File: config.mk
export PLATFORM = sky130hd
export DESIGN_NAME = button_event_decoder
export DESIGN_NICKNAME = d
export VERILOG_FILES = /design/src/rtl/button_event_decoder.sv
export SDC_FILE = /design/constraint.sdc
export NUM_CORES = 1
export LEC_CHECK = 0
export BUFFER_PORTS_ARGS = -buffer_cell sky130_fd_sc_hd__buf_2
export CAP_MARGIN = 0
export CORE_ASPECT_RATIO = 0.6
export CORE_MARGIN = 8
export CORE_UTILIZATION = 45
export CTS_CLUSTER_SIZE = 14
export DETAILED_ROUTE_END_ITERATION = 8
export HOLD_SLACK_MARGIN = 0.12
export PLACE_DENSITY = 0.69
export SETUP_SLACK_MARGIN = 0.3
export SLEW_MARGIN = 20
export SYNTH_ARGS = -nofsm -noshare
export SYNTH_HDL_FRONTEND = slang
export SYNTH_SLANG_ARGS = --single-unit
File: constraint.sdc
create_clock -name clk -period 1.7 [get_ports clk]
set_clock_uncertainty 0.15 [all_clocks]
set_input_delay 0.51 -clock clk [delete_from_list [all_inputs] [get_ports clk]]
set_output_delay 0.51 -clock clk [all_outputs]
set_load 0.02 [all_outputs]
File: src/rtl/button_event_decoder.sv
// button_event_decoder: turns a debounced button level into press/release, click,
// double-click and long-press events. Optional saturating click tally: CLICK_COUNTER_EN.
module button_event_decoder #(
  parameter int LONG_PRESS_CYCLES = 1000,
  parameter int DOUBLE_CLICK_GAP  = 300,
  parameter bit ACTIVE_HIGH       = 1'b1
) (
  input  logic       clk,
  input  logic       rst_n,
  input  logic       debounced_in,
  input  logic       cnt_clr,
  output logic       press_pulse,
  output logic       release_pulse,
  output logic       single_click,
  output logic       double_click,
  output logic       long_press,
  output logic       long_active,
  output logic [7:0] click_count
);

  localparam int MAXC = (LONG_PRESS_CYCLES > DOUBLE_CLICK_GAP) ?
                        LONG_PRESS_CYCLES : DOUBLE_CLICK_GAP;
  localparam int CW = $clog2(MAXC + 1);
  localparam logic [CW-1:0] LP_TC = CW'(LONG_PRESS_CYCLES - 1);
  localparam logic [CW-1:0] DC_TC = CW'(DOUBLE_CLICK_GAP - 1);
  localparam logic [CW-1:0] ONE   = CW'(1);

  typedef enum logic [2:0] {
    IDLE,
    PRESSED,
    LONG_HELD,
    WAIT_GAP,
    SECOND
  } state_t;

  state_t        state;
  logic [CW-1:0] cnt;
  logic          btn;
  logic          btn_q;
  logic          rise;
  logic          fall;

  assign btn  = debounced_in ~^ ACTIVE_HIGH;
  assign rise = btn & ~btn_q;
  assign fall = ~btn & btn_q;

  always_ff @(posedge clk or negedge rst_n) begin
    if (!rst_n) begin
      btn_q         <= 1'b0;
      press_pulse   <= 1'b0;
      release_pulse <= 1'b0;
    end else begin
      btn_q         <= btn;
      press_pulse   <= rise;
      release_pulse <= fall;
    end
  end

  // Terminal counts always leave the counting state, so cnt cannot wrap.
  always_ff @(posedge clk or negedge rst_n) begin
    if (!rst_n) begin
      state        <= IDLE;
      cnt          <= '0;
      single_click <= 1'b0;
      double_click <= 1'b0;
      long_press   <= 1'b0;
      long_active  <= 1'b0;
    end else begin
      single_click <= 1'b0;
      double_click <= 1'b0;
      long_press   <= 1'b0;
      cnt          <= cnt + ONE;
      unique case (state)
        IDLE: begin
          cnt <= '0;
          if (rise) begin
            state <= PRESSED;
          end
        end
        PRESSED: begin
          if (fall) begin
            state <= WAIT_GAP;
            cnt   <= '0;
          end else if (cnt == LP_TC) begin
            long_press  <= 1'b1;
            long_active <= 1'b1;
            state       <= LONG_HELD;
            cnt         <= '0;
          end
        end
        LONG_HELD: begin
          cnt <= '0;
          if (fall) begin
            long_active <= 1'b0;
            state       <= IDLE;
          end
        end
        WAIT_GAP: begin
          if (rise) begin
            state <= SECOND;
            cnt   <= '0;
          end else if (cnt == DC_TC) begin
            single_click <= 1'b1;
            state        <= IDLE;
            cnt          <= '0;
          end
        end
        SECOND: begin
          if (fall) begin
            double_click <= 1'b1;
            state        <= IDLE;
            cnt          <= '0;
          end else if (cnt == LP_TC) begin
            single_click <= 1'b1;
            long_press   <= 1'b1;
            long_active  <= 1'b1;
            state        <= LONG_HELD;
            cnt          <= '0;
          end
        end
        default: begin
          state       <= IDLE;
          cnt         <= '0;
          long_active <= 1'b0;
        end
      endcase
    end
  end

`ifdef CLICK_COUNTER_EN
  logic [8:0] cc_sum;

  assign cc_sum = {1'b0, click_count} +
                  {7'd0, double_click, single_click};

  // Tally follows the registered click pulses; clear beats increment.
  always_ff @(posedge clk or negedge rst_n) begin
    if (!rst_n) begin
      click_count <= 8'd0;
    end else if (cnt_clr) begin
      click_count <= 8'd0;
    end else if (cc_sum[8]) begin
      click_count <= 8'hFF;
    end else begin
      click_count <= cc_sum[7:0];
    end
  end
`else
  logic unused_cnt_clr;

  assign unused_cnt_clr = cnt_clr;
  assign click_count    = 8'd0;
`endif

endmodule
# == Yosys cells after proc, flatten, opt, wreduce, memory -nomap -nowiden ==
# Cells that the tools add are included.
# word_totals
reg_bits,20
input_bits,4
out_inout_bits,14
word_cells,56
# op_classes
addsub,1
eq_ne,11
muxes,25
bitwise_logic,5
n_reduce_logical,5
# op_table
op,count
$mux W10,4
$mux W3,7
$pmux W10 S2,1
$pmux W3 S5,1
$add A10 B1 Y10 const B,1
$eq A10 B10 Y1 const B,1
$eq A10 B9 Y1 const B,1
$mux W1,10
$eq A3 B2 Y1 const B,2
$ne A2 B2 Y1 const B,3
$reduce_and A4 Y1,1
$reduce_or A2 Y1,2
$eq A3 B1 Y1 const B,1
$eq A3 B3 Y1 const B,1
$logic_not A3 Y1,1
$ne A3 B3 Y1 const B,1
$not A1 Y1,3
$pmux W1 S3,1
$reduce_and A3 Y1,1
$and A1 B1 Y1,2
$ne A2 B1 Y1 const B,1
$pmux W1 S2,1

# == Logic depth before layout (Yosys ltp) ==
# Gate-level depths: netlist of run 1.
# depth
ltp_word,4
mapped_depth,6
mapped_depth_nobuf,5

# == Least setup slack after synthesis of run 1 ==
# OpenSTA, ideal clock, no wires.
# synth_timing
path_type,register to register
start,register cnt[0]
end,register cnt[2]
setup_time_ns,0.126
arrival_time_ns,1.344
t_required_ns,1.424
path_slack_ns,0.079
stages_incl_launch_ff,6
n_path_buf,0
synth_period_minus_slack_ns,1.621
path_cell_list,dfrtp_1 -> ha_1 -> nand4b_1 -> nor3_4 -> a2bb2oi_4 -> nor2_1
# synth_between
elab_chain_cells,4
elab_cells_between_ends,8
classes_between,1 x add/sub; 2 x eq/ne; 5 x mux
# synth_lines
item,line_no,text
start: declaration,37,logic [CW-1:0] cnt;
start signal: assignment,72,cnt <= cnt + ONE;
"$add A10 B1 Y10, or another cell as far along",72,
$mux W10 (on tied branches),"84, 113, 102",
$mux W10 (on tied branches),"109, 99",
$pmux W10 S2 (*),73,unique case (state)
# Mark *: on every way between the ends. The rest lies on a longest branch, timed or not.
# A chain may end at the register's enable or synchronous reset.

# == Worst setup path in the final report of run 1 ==
# layout_timing
start,register cnt[0]
end,register state[1]
# layout_between
elab_chain_cells,4
elab_cells_between_ends,8
classes_between,3 x eq/ne; 4 x mux; 1 x reduce/logical
# layout_lines
item,line_no,text
$eq A10 B10 Y1,"84, 113",
$mux W3,-,
$mux W3 (on tied branches),-,
$pmux W3 S5,-,
end signal: assignment,82,state <= WAIT_GAP;
end signal: assignment,87,state <= LONG_HELD;
end signal: assignment,117,state <= LONG_HELD;
end: declaration,36,state_t state;
# Several ways; a longest one is shown, not always the timed one.

==> results of run 1 <==
## routing by layer
metal / routed length [um] / track usage [%]
met4: 34 / 5.793
met5: 0 / 0
met1: 1048 / 14.58
met2: 957 / 17.38
met3: 161 / 4.730
## what timing repair did
action / 4_1_cts / 5_1_grt
buffers inserted: 2 / 3
gates resized for setup: 19 / 3
pin swaps: 3 / 2
setup endpoints to repair: 22 / 23
endpoints found under the hold margin: 20 / 0
hold buffers: 1 / 0
## layout make-up
| type | count | area share [%] |
|---|---|---|
| Clock buffer | 3 | 3.014 |
| Multi-Input combinational cell | 74 | 38.26 |
| Sequential cell | 20 | 36.62 |
| Tap cell | 30 | 2.740 |
| Timing Repair Buffer | 28 | 18.26 |
| Inverter | 4 | 1.096 |
## through the flow
step / utilization, % / cells / cell area [sq um]
floorplan: - / 110 / 1077
global placement: 54.19 / 150 / 1181
detailed placement: 54.19 / 150 / 1181
CTS: 60.96 / 156 / 1329
global route: 62.86 / 159 / 1370
finish: 62.86 / 159 / 1370
## logic make-up after synthesis
logic type	count (synthesis)	share of synthesized area, %
buffers and inverters	16	9.035
other	1	0.3611
AO/OA/AOI/OAI	9	7.952
flip-flops	20	48.19
AND/OR/NAND/NOR	47	25.66
XOR/XNOR	9	7.591
adder cells (fa/ha/maj)	1	1.205
## sequential cells by signal, summed over array words and instances, names as in the netlist
| name | cells |
|---|---|
| state | 3 |
| btn_q | 1 |
| single_click | 1 |
| release_pulse | 1 |
| press_pulse | 1 |
| double_click | 1 |
| long_active | 1 |
| cnt | 10 |
| long_press | 1 |
## worst reg2reg max path, cell delays in order (launching register included)
cell      delay, ps
dfrtp_1         390
ha_4            160
nand4b_1        170
buf_4           190
o31ai_2         170
a31oi_1         120
o211ai_1        210
## worst max-delay path by stage
stage | startpoint | endpoint | slack [ps] | depth (start not counted)
floorplan | cnt[0]$_DFF_PN0_ | cnt[1]$_DFF_PN0_ | 100 | 5
global placement | debounced_in | cnt[1]$_DFF_PN0_ | 6 | 5
detailed placement | debounced_in | cnt[1]$_DFF_PN0_ | -40 | 5
CTS | cnt[0]$_DFF_PN0_ | state[1]$_DFFE_PN0P_ | 20 | 6
global route | cnt[1]$_DFF_PN0_ | state[0]$_DFFE_PN0P_ | -30 | 6
finish | cnt[0]$_DFF_PN0_ | state[1]$_DFFE_PN0P_ | 40 | 6
## synthesized netlist by cell type, types with 2 or more instances
cell type  number  area [sq um]
nor3b_1         2         15.01
nand4b_1        2         17.52
buf_4           8         60.06
xor2_1          3         26.28
o31ai_1         2         15.01
nor2_1         15         56.30
nand2_1         4         15.01
dfrtp_1        20         500.5
o211ai_1        2         15.01
xnor2_1         6         52.55
nand3_1         7         35.03
inv_1           4         15.01
nand3b_1        2         15.01
nor2b_1         3         18.77
buf_2           2         10.01
and2_1          2         12.51
nor3_1          3         15.01
## power by group through the flow
stage | clock network [mW] | logic [mW] | registers (mW)
after floorplan | 0 | 0.314 | 0.612
after global placement | 0 | 0.416 | 0.622
final | 0.302 | 0.571 | 0.625
after detailed placement | 0 | 0.440 | 0.626
after global routing | 0.339 | 0.618 | 0.637
after CTS | 0.312 | 0.542 | 0.623
==> flow_metrics.py, run 1 <==
metrics = {
    "layout": {
        "final_common_cell": "dfrtp_1",
        "multi_input_area_sq_um": 524.3,
        "fin_nets": 136,
        "areaGrowthSynthToFinish_pct": 31.93,
        "mostFrequentLayoutCells": "19 x dfrtp_1, 16 x buf_4, 15 x nor2_1, 8 x conb_1, 8 x buf_6",
        "antenna_cells": 0,
        "drive_above_1_share_pct": 32.56,
        "seqCellArea_sq_um": 501.7,
        "num-fill-cells": 174,
    },
    "clock_tree": {
        "cts_root_buffer": "clkbuf_8",
        "ctsLongestPathBuffers": 2,
        "cts_inserted_buffers": 3,
        "clkTransAtPathRegs_ps": 70,
        "clk-insertion-delay-late_ps": 260,
        "tritoncts": "yes",
        "htreeDepth": 1,
        "clock-sinks": 20,
    },
    "min_path": {
        "worstHoldEndpoint": "btn_q$_DFF_PN0_",
        "hold_class": "in -> reg",
        "hp-start": "debounced_in",
        "hold_path_depth": 1,
    },
    "synthesis": {
        "yosysWarnings": 0,
        "synth-seq-cells": 20,
        "synth_seq_area_share_pct": 48.19,
        "synth_edf_count": 0,
        "synth_cell_types": 33,
        "synth_top_flop_cell": "dfrtp_1",
        "async_flop_share_pct": 100.0,
        "synthesis.area_sq_um": 1038,
        "synthCells": 103,
        "syn_avg_cell_area_sq_um": 10.08,
    },
    "timing": {
        "rsz0062_at_grt": "yes",
        "min_period_ps": 1658,
        "timing.hold.ws_ps": 223.4,
        "relSlewSlack_pct": 60.76,
        "slew_violations": 0,
        "tightest_slew_ps": 587.4,
        "hold_viol": 0,
        "max_freq_mhz": 603.2,
        "finalSetupViolCount": 0,
        "fin_crit_sh_pct": 97.52,
        "tns_ps": 0,
        "setup_ws_ps": 42.13,
    },
    "grt": {
        "grt_pass1_wl_mm": 3.657,
        "antenna_found_initial": 0,
        "grt_pass1_vias": 778,
        "grt_max_degree": 21,
        "gr-total-overflow": 0,
        "grt_usage_pct": 11.71,
    },
    "worst_setup_path": {
        "crit_buf_inv": 1,
        "cp-end-kind": "register",
        "reg2reg_to": "state[1]$_DFFE_PN0P_",
        "reg2reg_depth": 6,
        "critPathTopFamily": "compound AO/OA/AOI/OAI gates",
        "path_max_fanout": 4,
        "r2r-start": "cnt[0]$_DFF_PN0_",
        "cp-start-kind": "register",
        "worstSetupPathType": "reg -> reg",
        "arrival_ps": 1670,
        "cp_cell_sequence": "ha_4, nand4b_1, buf_4, o31ai_2, a31oi_1, o211ai_1",
        "crit_slowest_cell": "dfrtp_1",
        "crit_required_ps": 1710,
        "max_stage_delay_ps": 390,
        "r2r_slack_ps": 40,
    },
    "detailed_routing": {
        "ant_nets": 0,
        "vias_per_cell": 5.006,
        "first_pass_iters": 4,
        "drc": 0,
        "num_vias": 796,
        "drt_wl_total_mm": 2.201,
        "wl_per_cell_um": 13.84,
        "drtIter0Drc": 45,
    },
    "die": {
        "start_util_pct": 47.65,
        "die_area_sq_um": 4151,
        "die_h_um": 53.21,
        "rows": 13,
        "core-area_sq_um": 2180,
        "die_w_um": 78.02,
        "io_pins": 18,
    },
    "pwr": {
        "switchingPower_uw": 502.7,
        "vdd_drop_max_uv": 654.6,
        "p_sw_share_pct": 33.58,
        "pwr-share-comb_pct": 38.1,
        "internal-power_uw": 994.2,
        "p_total_mw": 1.497,
        "p_per_area_nw_per_um2": 1093,
        "p_clk_share_pct": 20.1,
        "p_leak_nw": 0.5954,
        "p_seq_share_pct": 41.7,
    },
    "place": {
        "dpl.hpwl_mm": 1.639,
        "post-place-ws_ps": -43.19,
        "gp_congestion": 0.7835,
        "portBuffers": 8,
    },
    "run_status": {
        "status": "completed",
    },
    "flow_run": {
        "cap_viol_max_count": 0,
    },
}
(Power assumes the default switching activity.)
==> run 2: changes to the inputs <==
MAX_ROUTING_LAYER = met4   (was default)
==> run 2 against run 1 <==
Power about the same; design area unchanged; sequential power is essentially flat; clock-buffer cell count stayed put; sequential share of layout area did not move; worst hold slack gained 0.57 ps; worst setup slack worse by 1.5 ps; critical path depth unchanged; routed wire length decreased by 0.55%; critical endpoint unchanged; largest cell class unchanged; largest power group unchanged.
==> flow_metrics.py, run 2 (same netlist as run 1, synthesis figures left out) <==
metrics = {
    "worst_setup_path": {
        "cp-start-kind": "register",
        "crit_buf_inv": 1,
        "crit_required_ps": 1710,
        "critPathTopFamily": "compound AO/OA/AOI/OAI gates",
        "crit_slowest_cell": "dfrtp_1",
        "path_max_fanout": 4,
        "reg2reg_depth": 6,
        "max_stage_delay_ps": 390,
        "cp.depth": 6,
        "worstSetupPathType": "reg -> reg",
        "arrival_ps": 1670,
        "cp_cell_sequence": "ha_4, nand4b_1, buf_4, o31ai_2, a31oi_1, o211ai_1",
        "cp-end-kind": "register",
    },
    "place": {
        "gp_congestion": 0.7944,
        "post-place-ws_ps": -43.19,
        "placed_area_sq_um": 1181,
        "portBuffers": 8,
        "dpl.hpwl_mm": 1.639,
        "dp.cells": 150,
    },
    "pwr": {
        "p_clk_share_pct": 20.1,
        "p_total_mw": 1.496,
        "p_leak_nw": 0.5954,
        "internal-power_uw": 994.2,
        "switchingPower_uw": 501.4,
        "p_sw_share_pct": 33.53,
        "p_seq_share_pct": 41.8,
        "pwr-share-comb_pct": 38.1,
        "p_per_area_nw_per_um2": 1092,
        "vdd_drop_max_uv": 653.8,
    },
    "min_path": {
        "hold_path_depth": 1,
        "hold_class": "in -> reg",
    },
    "timing": {
        "rsz0062_at_grt": "yes",
        "setup_ws_ps": 40.62,
        "max_freq_mhz": 602.6,
        "finalSetupViolCount": 0,
        "fin_crit_sh_pct": 97.61,
        "relSlewSlack_pct": 60.97,
        "hold_viol": 0,
        "slew_violations": 0,
        "min_period_ps": 1659,
        "tightest_slew_ps": 584.2,
        "timing.hold.ws_ps": 224.0,
    },
    "layout": {
        "largest_reg_flops": 10,
        "design_area_sq_um": 1370,
        "instances_no_fill": 159,
        "areaGrowthSynthToFinish_pct": 31.93,
        "mostFrequentLayoutCells": "19 x dfrtp_1, 16 x buf_4, 15 x nor2_1, 8 x conb_1, 8 x buf_6",
        "fin_nets": 136,
        "seqCellArea_sq_um": 501.7,
        "largest-register": "cnt",
        "num-fill-cells": 174,
        "multi_input_area_sq_um": 524.3,
        "reg_top3": "cnt: 10 flops, state: 3 flops",
        "drive_above_1_share_pct": 32.56,
        "final_common_cell": "dfrtp_1",
        "antenna_cells": 0,
    },
    "detailed_routing": {
        "first_pass_iters": 4,
        "vias_per_cell": 4.994,
        "ant_nets": 0,
        "wl_per_cell_um": 13.77,
        "num_vias": 794,
        "drc": 0,
        "drt_wl_total_mm": 2.189,
        "drtIter0Drc": 45,
    },
    "clock_tree": {
        "clock-sinks": 20,
        "cts_root_buffer": "clkbuf_8",
        "ctsLongestPathBuffers": 2,
        "htreeDepth": 1,
        "cts_inserted_buffers": 3,
        "tritoncts": "yes",
        "clk-insertion-delay-late_ps": 260,
        "clkTransAtPathRegs_ps": 70,
    },
    "die": {
        "core-area_sq_um": 2180,
        "die_area_sq_um": 4151,
        "rows": 13,
        "die_w_um": 78.02,
        "die_h_um": 53.21,
        "io_pins": 18,
        "start_util_pct": 47.65,
    },
    "grt": {
        "grt_max_degree": 21,
        "antenna_found_initial": 0,
        "grt_usage_pct": 12.06,
        "grt_pass1_wl_mm": 3.663,
        "grt_pass1_vias": 776,
        "gr-total-overflow": 0,
    },
    "flow_run": {
        "cap_viol_max_count": 0,
    },
    "run_status": {
        "status": "completed",
    },
}
[run 2: cell counts in the layout (fill, tap and decap cells not counted)]
No cell type changed its count.
[run 2: power by group through the flow]
stage	logic [mW]	registers (mW)	clock network (mW)
after floorplan	0.314	0.612	0
after global placement	0.416	0.622	0
after detailed placement	0.440	0.626	0
after CTS	0.542	0.623	0.312
after global routing	0.618	0.637	0.339
final	0.570	0.625	0.301
[run 2: layer usage]
metal | up-vias | wire length (um) | GRT usage, %
met5 | - | 0 | -
met2 | 25 | 961 | 17.38
li1 | 391 | - | -
met4 | 0 | 38 | 5.793
met1 | 374 | 1069 | 14.98
met3 | 4 | 119 | 4.054
[run 2: metrics by stage]
step,utilization [%],setup TNS [ps]
2_1_floorplan,-,0
3_3_place_gp,54.19,0
3_5_place_dp,54.19,-360.0
4_1_cts,60.96,0
5_1_grt,62.86,-179.7
6_report,62.86,0
[run 2: final timing paths]
check,start,to,slack [ps]
min in group asynchronous,rst_n,state[2]$_DFFE_PN0P_,590
min reg2reg,btn_q$_DFF_PN0_,press_pulse$_DFF_PN0_,360
max,cnt[0]$_DFF_PN0_,state[1]$_DFFE_PN0P_,40
min,debounced_in,btn_q$_DFF_PN0_,220
max in group asynchronous,rst_n,state[0]$_DFFE_PN0P_,480
max reg2reg,cnt[0]$_DFF_PN0_,state[1]$_DFFE_PN0P_,40
[run 2: layout make-up]
| cell class | instances | share of cell area [%] |
|---|---|---|
| inverters | 4 | 1.096 |
| well taps | 30 | 2.740 |
| multi-input cells | 74 | 38.26 |
| flip-flops and latches | 20 | 36.62 |
| clock buffers | 3 | 3.014 |
| repair buffers | 28 | 18.26 |
[run 2: what timing repair did]
item / 4_1_cts / 5_1_grt
setup endpoints to repair: 22 / 23
hold buffers: 1 / 0
buffers inserted: 2 / 3
hold endpoints to repair: 20 / 0
pin swaps: 3 / 2
gates resized for setup: 19 / 3
==> run 3: changes to the inputs <==
--- a/config.mk
+++ b/config.mk
@@ -7,12 +7,11 @@
 export LEC_CHECK = 0
-export BUFFER_PORTS_ARGS = -buffer_cell sky130_fd_sc_hd__buf_2
 export CAP_MARGIN = 0
-export CORE_ASPECT_RATIO = 0.6
 export CORE_MARGIN = 8
-export CORE_UTILIZATION = 45
+export CORE_UTILIZATION = 54
 export CTS_CLUSTER_SIZE = 14
 export DETAILED_ROUTE_END_ITERATION = 8
+export DONT_BUFFER_PORTS = 1
 export HOLD_SLACK_MARGIN = 0.12
 export MAX_ROUTING_LAYER = met4
-export PLACE_DENSITY = 0.69
+export PLACE_DENSITY = 0.72
 export SETUP_SLACK_MARGIN = 0.3
==> constraint.sdc (replaced) <==
create_clock -name clk -period 1.7 [get_ports clk]
set_clock_uncertainty 0.15 [all_clocks]
set_input_delay 0.17 -clock clk [delete_from_list [all_inputs] [get_ports clk]]
set_output_delay 0.17 -clock clk [all_outputs]
set_load 0.02 [all_outputs]
==> run 3 against run 2 <==
The run now ends with hold timing left; sequential cell count is the same; design area shrank 7.5%; critical path depth is the same; power shrank 9.3%; register-to-register slack lost 20 ps; worst hold slack lost 330 ps; clock power shrank 8.6%.
==> flow_metrics.py, run 3 (same netlist as run 1, synthesis figures left out) <==
metrics = {
    "run_status": {
        "status": "complete, but fails checks",
        "violations": "hold timing",
    },
    "worst_setup_path": {
        "cp-start-kind": "register",
        "cp-end-kind": "register",
        "worstSetupPathType": "reg -> reg",
        "arrival_ps": 1730,
        "crit_required_ps": 1750,
        "path_max_fanout": 5,
    },
    "timing": {
        "slew_violations": 0,
        "timing.hold.ws_ps": -102.0,
        "min_period_ps": 1677,
        "fin_crit_sh_pct": 98.64,
        "tightest_slew_ps": 895.0,
        "relSlewSlack_pct": 40.33,
        "hold_viol": 20,
        "finalSetupViolCount": 0,
        "max_freq_mhz": 596.3,
        "rsz0062_at_grt": "yes",
    },
    "detailed_routing": {
        "num_vias": 770,
        "drt_wl_total_mm": 2.009,
        "vias_per_cell": 5.203,
        "drc": 0,
        "wl_per_cell_um": 13.57,
        "ant_nets": 0,
        "first_pass_iters": 4,
        "drtIter0Drc": 15,
    },
    "pwr": {
        "pwr-share-comb_pct": 32.3,
        "p_seq_share_pct": 47.4,
        "p_sw_share_pct": 35.09,
        "vdd_drop_max_uv": 666.0,
        "p_per_area_nw_per_um2": 1070,
        "p_leak_nw": 0.5530,
        "switchingPower_uw": 476.0,
        "internal-power_uw": 880.3,
        "p_clk_share_pct": 20.3,
    },
    "die": {
        "die_h_um": 59.86,
        "core-area_sq_um": 1882,
        "die_area_sq_um": 3583,
        "rows": 16,
        "start_util_pct": 55.19,
        "die_w_um": 59.86,
        "io_pins": 18,
    },
    "clock_tree": {
        "clkTransAtPathRegs_ps": 110,
        "clock-sinks": 20,
        "ctsLongestPathBuffers": 2,
        "clk-insertion-delay-late_ps": 300,
        "tritoncts": "yes",
        "cts_root_buffer": "clkbuf_4",
        "htreeDepth": 1,
        "cts_inserted_buffers": 3,
        "holdBufCountCts": 2,
    },
    "layout": {
        "num-fill-cells": 157,
        "mostFrequentLayoutCells": "19 x dfrtp_1, 14 x nor2_1, 14 x buf_4, 8 x conb_1, 7 x nand3_1",
        "antenna_cells": 0,
        "largest_reg_flops": 10,
        "design_area_sq_um": 1267,
        "final_common_cell": "dfrtp_1",
        "drive_above_1_share_pct": 26.45,
        "instances_no_fill": 148,
        "largest-register": "cnt",
        "fin_nets": 127,
        "reg_top3": "cnt: 10 flops, state: 3 flops",
        "areaGrowthSynthToFinish_pct": 22.05,
    },
    "grt": {
        "grt_pass1_vias": 783,
        "grt_pass1_wl_mm": 3.305,
        "gr-total-overflow": 0,
        "grt_max_degree": 21,
        "gr-usage-met1_pct": 12.83,
        "use_met3_pct": 2.796,
        "busiest_layer": "met2",
        "grt_usage_pct": 12.48,
        "antenna_found_initial": 0,
        "use_met2_pct": 22.31,
    },
    "place": {
        "placed_area_sq_um": 1115,
        "dpl.hpwl_mm": 1.333,
        "dp.cells": 136,
        "portBuffers": 0,
        "gp_congestion": 0.8340,
    },
    "flow_run": {
        "cap_viol_max_count": 0,
    },
    "min_path": {
        "hold_class": "in -> async",
    },
}
-- run 3: layer usage --
metal	up-vias	part of all wire, %	wire length [um]
li1	375	-	-
met1	372	40	805
met2	20	54	1076
met3	3	4.9	99
met4	0	1.4	28
met5	-	0	0
-- run 3: power by group through the flow --
stage | Sequential (mW) | Clock (mW) | Combinational, mW
global route | 0.657 | 0.306 | 0.487
detailed placement | 0.647 | 0 | 0.353
finish | 0.643 | 0.275 | 0.438
global placement | 0.642 | 0 | 0.345
floorplan | 0.612 | 0 | 0.314
CTS | 0.640 | 0.281 | 0.418
-- run 3: worst paths after layout --
| check | start | to | slack, ps | cells after the start |
|---|---|---|---|---|
| max | cnt[1]$_DFF_PN0_ | cnt[3]$_DFF_PN0_ | 20 | 6 |
| min reg2reg | state[1]$_DFFE_PN0P_ | state[0]$_DFFE_PN0P_ | 410 | 1 |
| min | rst_n | cnt[3]$_DFF_PN0_ | -100 | 1 |
| min in group clk | debounced_in | btn_q$_DFF_PN0_ | 310 | 1 |
| max reg2reg | cnt[1]$_DFF_PN0_ | cnt[3]$_DFF_PN0_ | 20 | 6 |
| max in group asynchronous | rst_n | state[0]$_DFFE_PN0P_ | 900 | 1 |
-- run 3: through the flow --
step | setup WS [ps] | hold slack [ps] | power [mW] | utilization, % | setup TNS, ps
global placement | 81.85 | -275.0 | 0.9866 | 59.24 | 0
detailed placement | 53.88 | -275.0 | 1.000 | 59.24 | 0
CTS | 40.34 | 302.7 | 1.339 | 65.43 | 0
floorplan | 100.8 | -275.6 | 0.9254 | - | 0
global route | -51.24 | -23.32 | 1.451 | 67.35 | -475.3
finish | 23.09 | -102.0 | 1.356 | 67.35 | 0
-- run 3: worst max-delay path, cell delays in order (launching register included) --
cell	delay, ps
dfrtp_1	410
ha_4	160
nand4b_1	160
nor3_4	260
buf_6	150
a2bb2oi_4	200
nor2_1	80
-- run 3: timing repair --
action                     CTS  global route
setup buffers                3             2
cloned                       1             0
setup endpoints to repair   16            18
hold endpoints to repair    24            20
resized for setup            4             6
pin swaps                    2             5
-- run 3: cell type report --
class | instances | area, sq um | area share [%]
Timing Repair Buffer | 18 | 150.1 | 11.85
Sequential cell | 20 | 501.7 | 39.59
Multi-Input combinational cell | 75 | 530.5 | 41.86
Inverter | 4 | 15.01 | 1.185
Clock buffer | 4 | 36.28 | 2.863
Tap cell | 27 | 33.78 | 2.665
